[config.mk]
export PLATFORM = sky130hd
export DESIGN_NAME = nvdla_csb_cfg_slave
export DESIGN_NICKNAME = d
export VERILOG_FILES = /design/src/rtl/nvdla_csb_pkg.sv /design/src/rtl/nvdla_csb_cfg_regfile.sv /design/src/rtl/nvdla_csb_cfg_slave.sv
export SDC_FILE = /design/constraint.sdc
export NUM_CORES = 1
export LEC_CHECK = 0
export CAP_MARGIN = 20
export CORE_ASPECT_RATIO = 0.6
export CORE_MARGIN = 3
export CORE_UTILIZATION = 52
export DETAILED_ROUTE_END_ITERATION = 10
export PLACE_DENSITY_LB_ADDON = 0.05
export SKIP_CTS_REPAIR_TIMING = 1
export SYNTH_ARGS = -nofsm -noshare
export SYNTH_HDL_FRONTEND = slang
export SYNTH_SLANG_ARGS = --single-unit
[constraint.sdc]
create_clock -name nvdla_core_clk -period 3.5 [get_ports nvdla_core_clk]
set_input_delay 0.7 -clock nvdla_core_clk [delete_from_list [all_inputs] [get_ports nvdla_core_clk]]
set_output_delay 0.7 -clock nvdla_core_clk [all_outputs]
set_load 0.05 [all_outputs]
[src/rtl/nvdla_csb_pkg.sv]
`default_nettype none
// ============================================================================
// Module      : nvdla_csb_pkg
// Description : Shared constants and types for the NVDLA CSB configuration
//               slave. It holds the decode word addresses, the bit positions
//               of the fields in the 63-bit request packet, and the response
//               packet type.
// Revision    : 1.0 - initial release
// ============================================================================
package nvdla_csb_pkg;

    // Packet widths
    localparam int REQ_PD_W   = 63;
    localparam int RESP_PD_W  = 34;
    localparam int ADDR_DEC_W = 10;   // only addr[9:0] takes part in decode
    localparam int ERR_CNT_W  = 16;

    // Word addresses (addr[9:0])
    localparam logic [ADDR_DEC_W-1:0] ADR_CFG_OS    = 10'h000;
    localparam logic [ADDR_DEC_W-1:0] ADR_STATUS    = 10'h001;
    localparam logic [ADDR_DEC_W-1:0] ADR_ERR_CNT   = 10'h002;
    localparam logic [ADDR_DEC_W-1:0] ADR_RDWT_BASE = 10'h010;
    localparam logic [ADDR_DEC_W-1:0] ADR_WRWT_BASE = 10'h030;

    // Bit field of the write-outstanding count inside CFG_OS
    localparam int OS_WR_LSB = 16;

    // Request packet field positions
    localparam int REQ_ADDR_LSB    = 0;
    localparam int REQ_ADDR_MSB    = 21;
    localparam int REQ_WDAT_LSB    = 22;
    localparam int REQ_WRITE_BIT   = 54;
    localparam int REQ_NPOSTED_BIT = 55;
    localparam int REQ_SRCPRIV_BIT = 56;
    localparam int REQ_WRBE_LSB    = 57;
    localparam int REQ_LEVEL_LSB   = 61;

    // Response packet {is_wr, error, rdat}
    typedef struct packed {
        logic        is_wr;
        logic        error;
        logic [31:0] rdat;
    } csb_resp_t;

    // Request-processing state
    typedef enum logic [0:0] {
        ST_RUN  = 1'b0,
        ST_WAIT = 1'b1
    } csb_state_e;

endpackage
`default_nettype wire

[src/rtl/nvdla_csb_cfg_regfile.sv]
`default_nettype none
// ============================================================================
// Module      : nvdla_csb_cfg_regfile
// Description : Register file behind the CSB slave. It decodes the word
//               address, stores the os-count and weight fields, provides the
//               combinational read mux and flags value changes.
//               Optional feature macro: NVDLA_CSB_ERR_CNT_EN (adds ERR_CNT at
//               word 0x002, a saturating clear-on-read error counter).
// Ports       : nvdla_core_clk / nvdla_core_rstn - clock, async active-low reset
//               addr, wdat       - decoded address and write data of the
//                                  request being processed
//               wr_commit        - commit the write to the decoded field
//               rd_strobe        - a read is being answered this cycle
//               err_inc          - an error/dropped access happens this cycle
//               dp2reg_idle      - datapath idle, shown in STATUS
//               mapped, is_os    - decode results for the current address
//               rdata            - read data (0 for unmapped addresses)
//               rd/wr_os_cnt, rd/wr_weight - field outputs
//               cfg_upd          - one-cycle pulse after a field changes
// Revision    : 1.0 - initial release
// ============================================================================
module nvdla_csb_cfg_regfile
    import nvdla_csb_pkg::*;
#(
    parameter int NUM_RD_CH = 12,
    parameter int NUM_WR_CH = 8,
    parameter int REG_W     = 8,
    parameter int WT_RST    = 1,
    parameter int OS_RST    = 255
) (
    input  logic                          nvdla_core_clk,
    input  logic                          nvdla_core_rstn,
    input  logic [ADDR_DEC_W-1:0]         addr,
    input  logic [31:0]                   wdat,
    input  logic                          wr_commit,
    input  logic                          rd_strobe,
    input  logic                          err_inc,
    input  logic                          dp2reg_idle,
    output logic                          mapped,
    output logic                          is_os,
    output logic [31:0]                   rdata,
    output logic [REG_W-1:0]              rd_os_cnt,
    output logic [REG_W-1:0]              wr_os_cnt,
    output logic [NUM_RD_CH*REG_W-1:0]    rd_weight,
    output logic [NUM_WR_CH*REG_W-1:0]    wr_weight,
    output logic                          cfg_upd
);

    localparam logic [REG_W-1:0] WT_RST_V = REG_W'(WT_RST);
    localparam logic [REG_W-1:0] OS_RST_V = REG_W'(OS_RST);

    // ------------------------------------------------------------------
    // Address decode
    // ------------------------------------------------------------------
    logic [ADDR_DEC_W-1:0] rd_off;
    logic [ADDR_DEC_W-1:0] wr_off;
    logic                  hit_os;
    logic                  hit_status;
    logic                  hit_err;
    logic                  hit_rd;
    logic                  hit_wr;

    assign rd_off     = addr - ADR_RDWT_BASE;
    assign wr_off     = addr - ADR_WRWT_BASE;
    assign hit_os     = (addr == ADR_CFG_OS);
    assign hit_status = (addr == ADR_STATUS);
    assign hit_rd     = (addr >= ADR_RDWT_BASE) && (rd_off < ADDR_DEC_W'(NUM_RD_CH));
    assign hit_wr     = (addr >= ADR_WRWT_BASE) && (wr_off < ADDR_DEC_W'(NUM_WR_CH));
    assign mapped     = hit_os | hit_status | hit_err | hit_rd | hit_wr;
    assign is_os      = hit_os;

    // STATUS and ERR_CNT are read-only, so only these three regions write
    logic we_os;
    logic we_rd;
    logic we_wr;

    assign we_os = wr_commit & hit_os;
    assign we_rd = wr_commit & hit_rd;
    assign we_wr = wr_commit & hit_wr;

    logic [REG_W-1:0] new_val;
    logic [REG_W-1:0] new_wr_os;

    assign new_val   = wdat[REG_W-1:0];
    assign new_wr_os = wdat[OS_WR_LSB +: REG_W];

    // ------------------------------------------------------------------
    // Field storage
    // ------------------------------------------------------------------
    logic [REG_W-1:0] rd_wt [NUM_RD_CH];
    logic [REG_W-1:0] wr_wt [NUM_WR_CH];
    logic             changed;

    always_ff @(posedge nvdla_core_clk or negedge nvdla_core_rstn) begin
        if (!nvdla_core_rstn) begin
            rd_os_cnt <= OS_RST_V;
            wr_os_cnt <= OS_RST_V;
            for (int i = 0; i < NUM_RD_CH; i++) rd_wt[i] <= WT_RST_V;
            for (int j = 0; j < NUM_WR_CH; j++) wr_wt[j] <= WT_RST_V;
            cfg_upd   <= 1'b0;
        end else begin
            if (we_os) begin
                rd_os_cnt <= new_val;
                wr_os_cnt <= new_wr_os;
            end
            for (int i = 0; i < NUM_RD_CH; i++) begin
                if (we_rd && (rd_off == ADDR_DEC_W'(i))) rd_wt[i] <= new_val;
            end
            for (int j = 0; j < NUM_WR_CH; j++) begin
                if (we_wr && (wr_off == ADDR_DEC_W'(j))) wr_wt[j] <= new_val;
            end
            cfg_upd <= changed;
        end
    end

    // A rewrite of the same value must not disturb the arbiter
    always_comb begin
        changed = 1'b0;
        if (we_os && ((rd_os_cnt != new_val) || (wr_os_cnt != new_wr_os))) changed = 1'b1;
        for (int i = 0; i < NUM_RD_CH; i++) begin
            if (we_rd && (rd_off == ADDR_DEC_W'(i)) && (rd_wt[i] != new_val)) changed = 1'b1;
        end
        for (int j = 0; j < NUM_WR_CH; j++) begin
            if (we_wr && (wr_off == ADDR_DEC_W'(j)) && (wr_wt[j] != new_val)) changed = 1'b1;
        end
    end

    genvar g;
    generate
        for (g = 0; g < NUM_RD_CH; g++) begin : g_rd_pack
            assign rd_weight[g*REG_W +: REG_W] = rd_wt[g];
        end
        for (g = 0; g < NUM_WR_CH; g++) begin : g_wr_pack
            assign wr_weight[g*REG_W +: REG_W] = wr_wt[g];
        end
    endgenerate

    // ------------------------------------------------------------------
    // Optional error counter
    // ------------------------------------------------------------------
    logic [31:0] err_rdata;

`ifdef NVDLA_CSB_ERR_CNT_EN
    logic [ERR_CNT_W-1:0] err_cnt;
    logic                 err_clr;

    assign hit_err   = (addr == ADR_ERR_CNT);
    assign err_clr   = rd_strobe & hit_err;
    assign err_rdata = {{(32-ERR_CNT_W){1'b0}}, err_cnt};

    // The clearing read wins over a coincident increment
    always_ff @(posedge nvdla_core_clk or negedge nvdla_core_rstn) begin
        if (!nvdla_core_rstn) begin
            err_cnt <= '0;
        end else if (err_clr) begin
            err_cnt <= '0;
        end else if (err_inc && (err_cnt != {ERR_CNT_W{1'b1}})) begin
            err_cnt <= err_cnt + 1'b1;
        end
    end
`else
    logic unused_err_ports;

    assign hit_err          = 1'b0;
    assign err_rdata        = 32'h0;
    assign unused_err_ports = rd_strobe ^ err_inc;
`endif

    // ------------------------------------------------------------------
    // Read mux; unused bits read as zero
    // ------------------------------------------------------------------
    logic [REG_W-1:0] rd_sel;
    logic [REG_W-1:0] wr_sel;

    always_comb begin
        rd_sel = '0;
        wr_sel = '0;
        for (int i = 0; i < NUM_RD_CH; i++) begin
            if (rd_off == ADDR_DEC_W'(i)) rd_sel = rd_wt[i];
        end
        for (int j = 0; j < NUM_WR_CH; j++) begin
            if (wr_off == ADDR_DEC_W'(j)) wr_sel = wr_wt[j];
        end
    end

    always_comb begin
        rdata = 32'h0;
        if (hit_os) begin
            rdata[REG_W-1:0]            = rd_os_cnt;
            rdata[OS_WR_LSB +: REG_W]   = wr_os_cnt;
        end else if (hit_status) begin
            rdata[0] = dp2reg_idle;
        end else if (hit_err) begin
            rdata = err_rdata;
        end else if (hit_rd) begin
            rdata[REG_W-1:0] = rd_sel;
        end else if (hit_wr) begin
            rdata[REG_W-1:0] = wr_sel;
        end
    end

    // Write data bits outside the stored fields are don't-care
    logic unused_wdat;
    assign unused_wdat = ^wdat;

endmodule
`default_nettype wire

[src/rtl/nvdla_csb_cfg_slave.sv]
`default_nettype none
// ============================================================================
// Module      : nvdla_csb_cfg_slave
// Description : CSB register slave for the NVDLA memory-interface arbiter.
//               Holds the request register, the RUN/WAIT state machine that
//               defers outstanding-count writes until the datapath is idle
//               (with timeout), and the registered response. Field storage
//               and decode live in nvdla_csb_cfg_regfile.
//               Optional feature macro: NVDLA_CSB_ERR_CNT_EN.
// Ports       : nvdla_core_clk / nvdla_core_rstn - clock, async active-low reset
//               csb_req_pvld/prdy/pd   - request channel (63-bit packet)
//               csb_resp_valid/pd      - response channel (34-bit packet)
//               dp2reg_idle            - datapath idle
//               reg2dp_*               - configuration outputs to the arbiter
// Revision    : 1.0 - initial release
// ============================================================================
module nvdla_csb_cfg_slave
    import nvdla_csb_pkg::*;
#(
    parameter int NUM_RD_CH = 12,
    parameter int NUM_WR_CH = 8,
    parameter int REG_W     = 8,
    parameter int WT_RST    = 1,
    parameter int OS_RST    = 255,
    parameter int TMO_W     = 10
) (
    input  logic                          nvdla_core_clk,
    input  logic                          nvdla_core_rstn,
    input  logic                          csb_req_pvld,
    output logic                          csb_req_prdy,
    input  logic [REQ_PD_W-1:0]           csb_req_pd,
    output logic                          csb_resp_valid,
    output logic [RESP_PD_W-1:0]          csb_resp_pd,
    input  logic                          dp2reg_idle,
    output logic [REG_W-1:0]              reg2dp_rd_os_cnt,
    output logic [REG_W-1:0]              reg2dp_wr_os_cnt,
    output logic [NUM_RD_CH*REG_W-1:0]    reg2dp_rd_weight,
    output logic [NUM_WR_CH*REG_W-1:0]    reg2dp_wr_weight,
    output logic                          reg2dp_cfg_upd
);

    // ------------------------------------------------------------------
    // Request register
    // ------------------------------------------------------------------
    logic                  req_vld;
    logic [REQ_PD_W-1:0]   req_pd;
    logic                  req_write;
    logic                  req_nposted;
    logic [ADDR_DEC_W-1:0] req_addr;
    logic [31:0]           req_wdat;

    assign req_write   = req_pd[REQ_WRITE_BIT];
    assign req_nposted = req_pd[REQ_NPOSTED_BIT];
    assign req_addr    = req_pd[REQ_ADDR_LSB +: ADDR_DEC_W];
    assign req_wdat    = req_pd[REQ_WDAT_LSB +: 32];

    // level, wrbe, srcpriv and the upper address bits do not affect behaviour
    logic unused_req_bits;
    assign unused_req_bits = ^{req_pd[REQ_PD_W-1:REQ_SRCPRIV_BIT],
                               req_pd[REQ_ADDR_MSB:ADDR_DEC_W]};

    // ------------------------------------------------------------------
    // Register file
    // ------------------------------------------------------------------
    logic        mapped;
    logic        is_os;
    logic [31:0] rdata;
    logic        commit;
    logic        rd_strobe;
    logic        err_inc;

    nvdla_csb_cfg_regfile #(
        .NUM_RD_CH (NUM_RD_CH),
        .NUM_WR_CH (NUM_WR_CH),
        .REG_W     (REG_W),
        .WT_RST    (WT_RST),
        .OS_RST    (OS_RST)
    ) u_regfile (
        .nvdla_core_clk  (nvdla_core_clk),
        .nvdla_core_rstn (nvdla_core_rstn),
        .addr            (req_addr),
        .wdat            (req_wdat),
        .wr_commit       (commit),
        .rd_strobe       (rd_strobe),
        .err_inc         (err_inc),
        .dp2reg_idle     (dp2reg_idle),
        .mapped          (mapped),
        .is_os           (is_os),
        .rdata           (rdata),
        .rd_os_cnt       (reg2dp_rd_os_cnt),
        .wr_os_cnt       (reg2dp_wr_os_cnt),
        .rd_weight       (reg2dp_rd_weight),
        .wr_weight       (reg2dp_wr_weight),
        .cfg_upd         (reg2dp_cfg_upd)
    );

    // ------------------------------------------------------------------
    // RUN/WAIT state machine
    // ------------------------------------------------------------------
    csb_state_e  state;
    csb_state_e  state_nxt;
    logic [TMO_W-1:0] tmo_cnt;
    logic [TMO_W-1:0] tmo_cnt_nxt;
    logic        hold;          // keep the request register occupied
    logic        resp_vld_nxt;
    csb_resp_t   resp_nxt;

    always_comb begin
        state_nxt    = state;
        tmo_cnt_nxt  = tmo_cnt;
        hold         = 1'b0;
        commit       = 1'b0;
        rd_strobe    = 1'b0;
        err_inc      = 1'b0;
        resp_vld_nxt = 1'b0;
        resp_nxt     = '0;

        case (state)
            ST_RUN: begin
                if (req_vld) begin
                    if (req_write && is_os && !dp2reg_idle) begin
                        // Outstanding limits may only change with the datapath idle
                        state_nxt   = ST_WAIT;
                        hold        = 1'b1;
                        tmo_cnt_nxt = '0;
                    end else if (req_write) begin
                        commit         = mapped;
                        err_inc        = !mapped;
                        resp_vld_nxt   = req_nposted;
                        resp_nxt.is_wr = 1'b1;
                        resp_nxt.error = !mapped;
                    end else begin
                        rd_strobe      = 1'b1;
                        err_inc        = !mapped;
                        resp_vld_nxt   = 1'b1;
                        resp_nxt.error = !mapped;
                        resp_nxt.rdat  = rdata;
                    end
                end
            end
            ST_WAIT: begin
                resp_nxt.is_wr = 1'b1;
                if (dp2reg_idle) begin
                    // Idle takes priority over a coincident timeout
                    commit       = 1'b1;
                    resp_vld_nxt = req_nposted;
                    state_nxt    = ST_RUN;
                    tmo_cnt_nxt  = '0;
                end else if (tmo_cnt == {TMO_W{1'b1}}) begin
                    err_inc        = 1'b1;
                    resp_vld_nxt   = req_nposted;
                    resp_nxt.error = 1'b1;
                    state_nxt      = ST_RUN;
                    tmo_cnt_nxt    = '0;
                end else begin
                    hold        = 1'b1;
                    tmo_cnt_nxt = tmo_cnt + 1'b1;
                end
            end
            default: begin
                state_nxt = ST_RUN;
            end
        endcase

        if (!resp_vld_nxt) resp_nxt = '0;
    end

    // Ready drops in the very cycle a stall is detected, so no second
    // request can overwrite the held one
    assign csb_req_prdy = (state == ST_RUN) && !hold;

    always_ff @(posedge nvdla_core_clk or negedge nvdla_core_rstn) begin
        if (!nvdla_core_rstn) begin
            req_vld        <= 1'b0;
            req_pd         <= '0;
            state          <= ST_RUN;
            tmo_cnt        <= '0;
            csb_resp_valid <= 1'b0;
            csb_resp_pd    <= '0;
        end else begin
            if (csb_req_pvld && csb_req_prdy) begin
                req_vld <= 1'b1;
                req_pd  <= csb_req_pd;
            end else if (!hold) begin
                req_vld <= 1'b0;
            end
            state          <= state_nxt;
            tmo_cnt        <= tmo_cnt_nxt;
            csb_resp_valid <= resp_vld_nxt;
            csb_resp_pd    <= resp_nxt;
        end
    end

endmodule
`default_nettype wire

==> summary.md <==
| Metric | Value |
|---|---|
| Outcome | complete, no violations |
| Top FF cell, synth | dfrtp_1 |
| DRT Pass-1 Iters | 6 |
| Final Cycle Share | 0.939 |
| Finish-stage setup viols | 0 |
| Post-place instance area | 15900 sq um |
| Total number of vias | 10500 |
| Vias in the first global route | ~10000 |
| Yosys cell types | 75 |
| Root Driver | clkbuf_16 |
| Clk buf depth | 3 |
| Die Height | 130 um |
| Final std cells w/o fill | 1709 |
| GRT Overall Usage | 0.316 |
| GR Overflow Total | 0 |
| Avg WL per Cell | 25.7 um |
| Commonest cells after routing, fill and taps aside | clkdlybuf4s50_1, mux2_2, dfrtp_1 |
| Core ar. | between 20000 and 25000 sq um |
| Initial DRC count | 1357 |
| Area grow syn2layout | 25.7% |
| RSZ-0062 raised after global routing | no |
| CTS HTree Levels | 1 |
| CTS tree | yes |
| CTS clk-pin slew, worst paths | around 0.060 ns |
| VDD IR max | 0.302 mV |
| Avg Synthesized Cell Area | between 10 and 15 sq um |
| Leakage | 7.19 nW |
| CP startpoint kind | flip-flop |
| Number of flops mapped to enable cells by yosys | 0 |
| Leading post-synthesis cells by cell area | dfrtp_1, mux2_2, dfstp_2 |
| Cells after synthesis | between 1000 and 1500 |
| Fin Clk Skew | 0.0222 ns |
| Finished Cell Area | 16700 sq um |
| Largest net degree at the start of global routing | between 80 and 90 |
| WP data arrival | 2.59 ns |
| Rows | 44 |
| Die X | around 210 um |
| Rel. slew slack | 0.307 |
| Layout cell share with drive strength beyond 1 | 0.280 |
| Synth Warn # | 0 |
| Worst-Skew Late Latency | ~0.56 ns |
| Worst Path Max Fanout | 14 |
| CP Capture Type | primary output |
| Post-Syn Area | around 13000 sq um |
| Initial antenna violation count | 0 |
| Leading area contributor after synthesis | dfrtp_1 |
| Ys async rst share | 1.00 |
| Post-synth top area share | 0.377 |
| Final Wtd Congestion | 0.990 |
| Final ANT Viol Nets | 0 |
| Max Slew Vio Count | 0 |
| Initial Util | 0.539 |
| Slew @ Worst Pin | 1.04 ns |
| Hold Fails Final Rpt | 0 |
| I/O pin total | 280 |
| Most common cell after layout, fill and taps aside | clkdlybuf4s50_1 |
| Placed insts | about 1700 |
| Nets | 1437 |
| Ant. Diodes | 0 |
| Pwr dens | 382 nW/um^2 |
| Setup_tns | 0 ns |
| DIE AREA | 27500 sq um |
| Sequential share of the synthesized area | 0.449 |
| # clock sinks | 236 |
| DRC | 0 |
| Critical Path RT | between 2 and 3 ns |
| Hpwl dp | 31900 um |
| CP Class | reg2out |
| Buffers on Ports | 228 |
| Seq cells post-synth | 236 |
| # Max-Cap Violations | 0 |
| Max Clock Freq | between 0.3 and 0.4 GHz |
| Vias per cell | about 6.1 |
| Total wire length | 43900 um |
| Hold crit path type | in2async |
| First-pass GRT wire length | approximately 65000 um |
| CTS Buf Count | 24 |
| Tmin final | 3.29 ns |
-- cells in the mapped netlist (7+ instances only) --
cell,instances
inv_1,7
xor2_1,73
dfstp_2,36
and2_1,11
and3_1,17
a21oi_1,33
buf_2,9
o221ai_1,8
nor2_1,38
mux4_2,10
o2bb2ai_1,8
mux2_4,9
o21ai_0,47
dfrtp_1,200
nand2b_1,9
buf_4,19
a211oi_1,8
buf_1,7
nand2_1,51
nand3_2,11
nand3_1,7
nand4_1,28
mux2i_1,7
nor4_1,23
clkbuf_1,63
xnor2_1,106
nor3_1,8
mux2_2,198
-- report_power, final --
group	leakage (nW)	internal (mW)	total (mW)	switching, mW
clock	0.383	1.43	2.59	1.16
sequential	3.09	2.78	2.93	0.152
combinational	3.72	0.321	0.849	0.528
-- critical path, cell delays in order (launching register included) --
cell	delay [ns]
dfrtp_2	0.47
or4_4	0.62
nor4_4	0.27
and2_4	0.21
a31oi_4	0.19
buf_4	0.26
-- worst paths after layout --
path / startpoint / end / slack [ns] / depth (start not counted)
max in group asynchronous: nvdla_core_rstn / u_regfile.wr_os_cnt[6] / 2.41 / 2
setup reg to reg: req_pd[1] / csb_resp_pd[2] / 0.53 / 7
setup / recovery: req_pd[1] / csb_req_prdy / 0.21 / 5
hold reg to reg: tmo_cnt[5] / tmo_cnt[5] / 0.51 / 1
hold / removal: nvdla_core_rstn / u_regfile.rd_weight[3] / 0.11 / 1
min in group nvdla_core_clk: tmo_cnt[5] / tmo_cnt[5] / 0.51 / 1
-- cell type report --
class	instances	area, sq um
fill	1943	7930
sequential	236	5960
clock inverter	13	101
inverter	8	30.0
multi-input combinational	825	6840
tap	322	403
clock buffer	31	668
timing repair buffer	274	2670
-- metrics by stage --
| stage | power (mW) | hold WS, ns | setup slack (ns) | util |
|---|---|---|---|---|
| 3_3_place_gp | 3.79 | 0.487 | 0.416 | 0.646 |
| 3_5_place_dp | 3.80 | 0.501 | 0.291 | 0.646 |
| 4_1_cts | 6.35 | 0.201 | 0.0846 | 0.677 |
| 5_1_grt | 6.54 | 0.181 | 0.138 | 0.678 |
| 6_report | 6.36 | 0.112 | 0.214 | 0.678 |
| 2_1_floorplan | 3.48 | 0.404 | 0.735 | - |
-- cell families after synthesis --
kind of cell	synth area share
AO/OA/AOI/OAI	0.0873
XOR/XNOR	0.118
adder cells (fa/ha/maj)	0.000943
buffers and inverters	0.0403
flip-flops	0.449
multiplexers	0.201
other	0.000283
AND/OR/NAND/NOR	0.104
-- flip-flops by register name, indices dropped and copies added, names as in the netlist --
register / cells
u_regfile.rd_weight: 96
u_regfile.wr_weight: 64
req_pd: 28
csb_resp_pd: 18
tmo_cnt: 10
u_regfile.rd_os_cnt: 8
u_regfile.wr_os_cnt: 8
csb_resp_valid: 1
req_vld: 1
state: 1
u_regfile.cfg_upd: 1
-- routing by layer --
layer	wire, um	global-route usage
met5	80	0.0224
met4	1090	0.0818
met3	4570	0.0829
met2	18500	0.454
met1	19700	0.475
(Power assumes the default switching activity.)
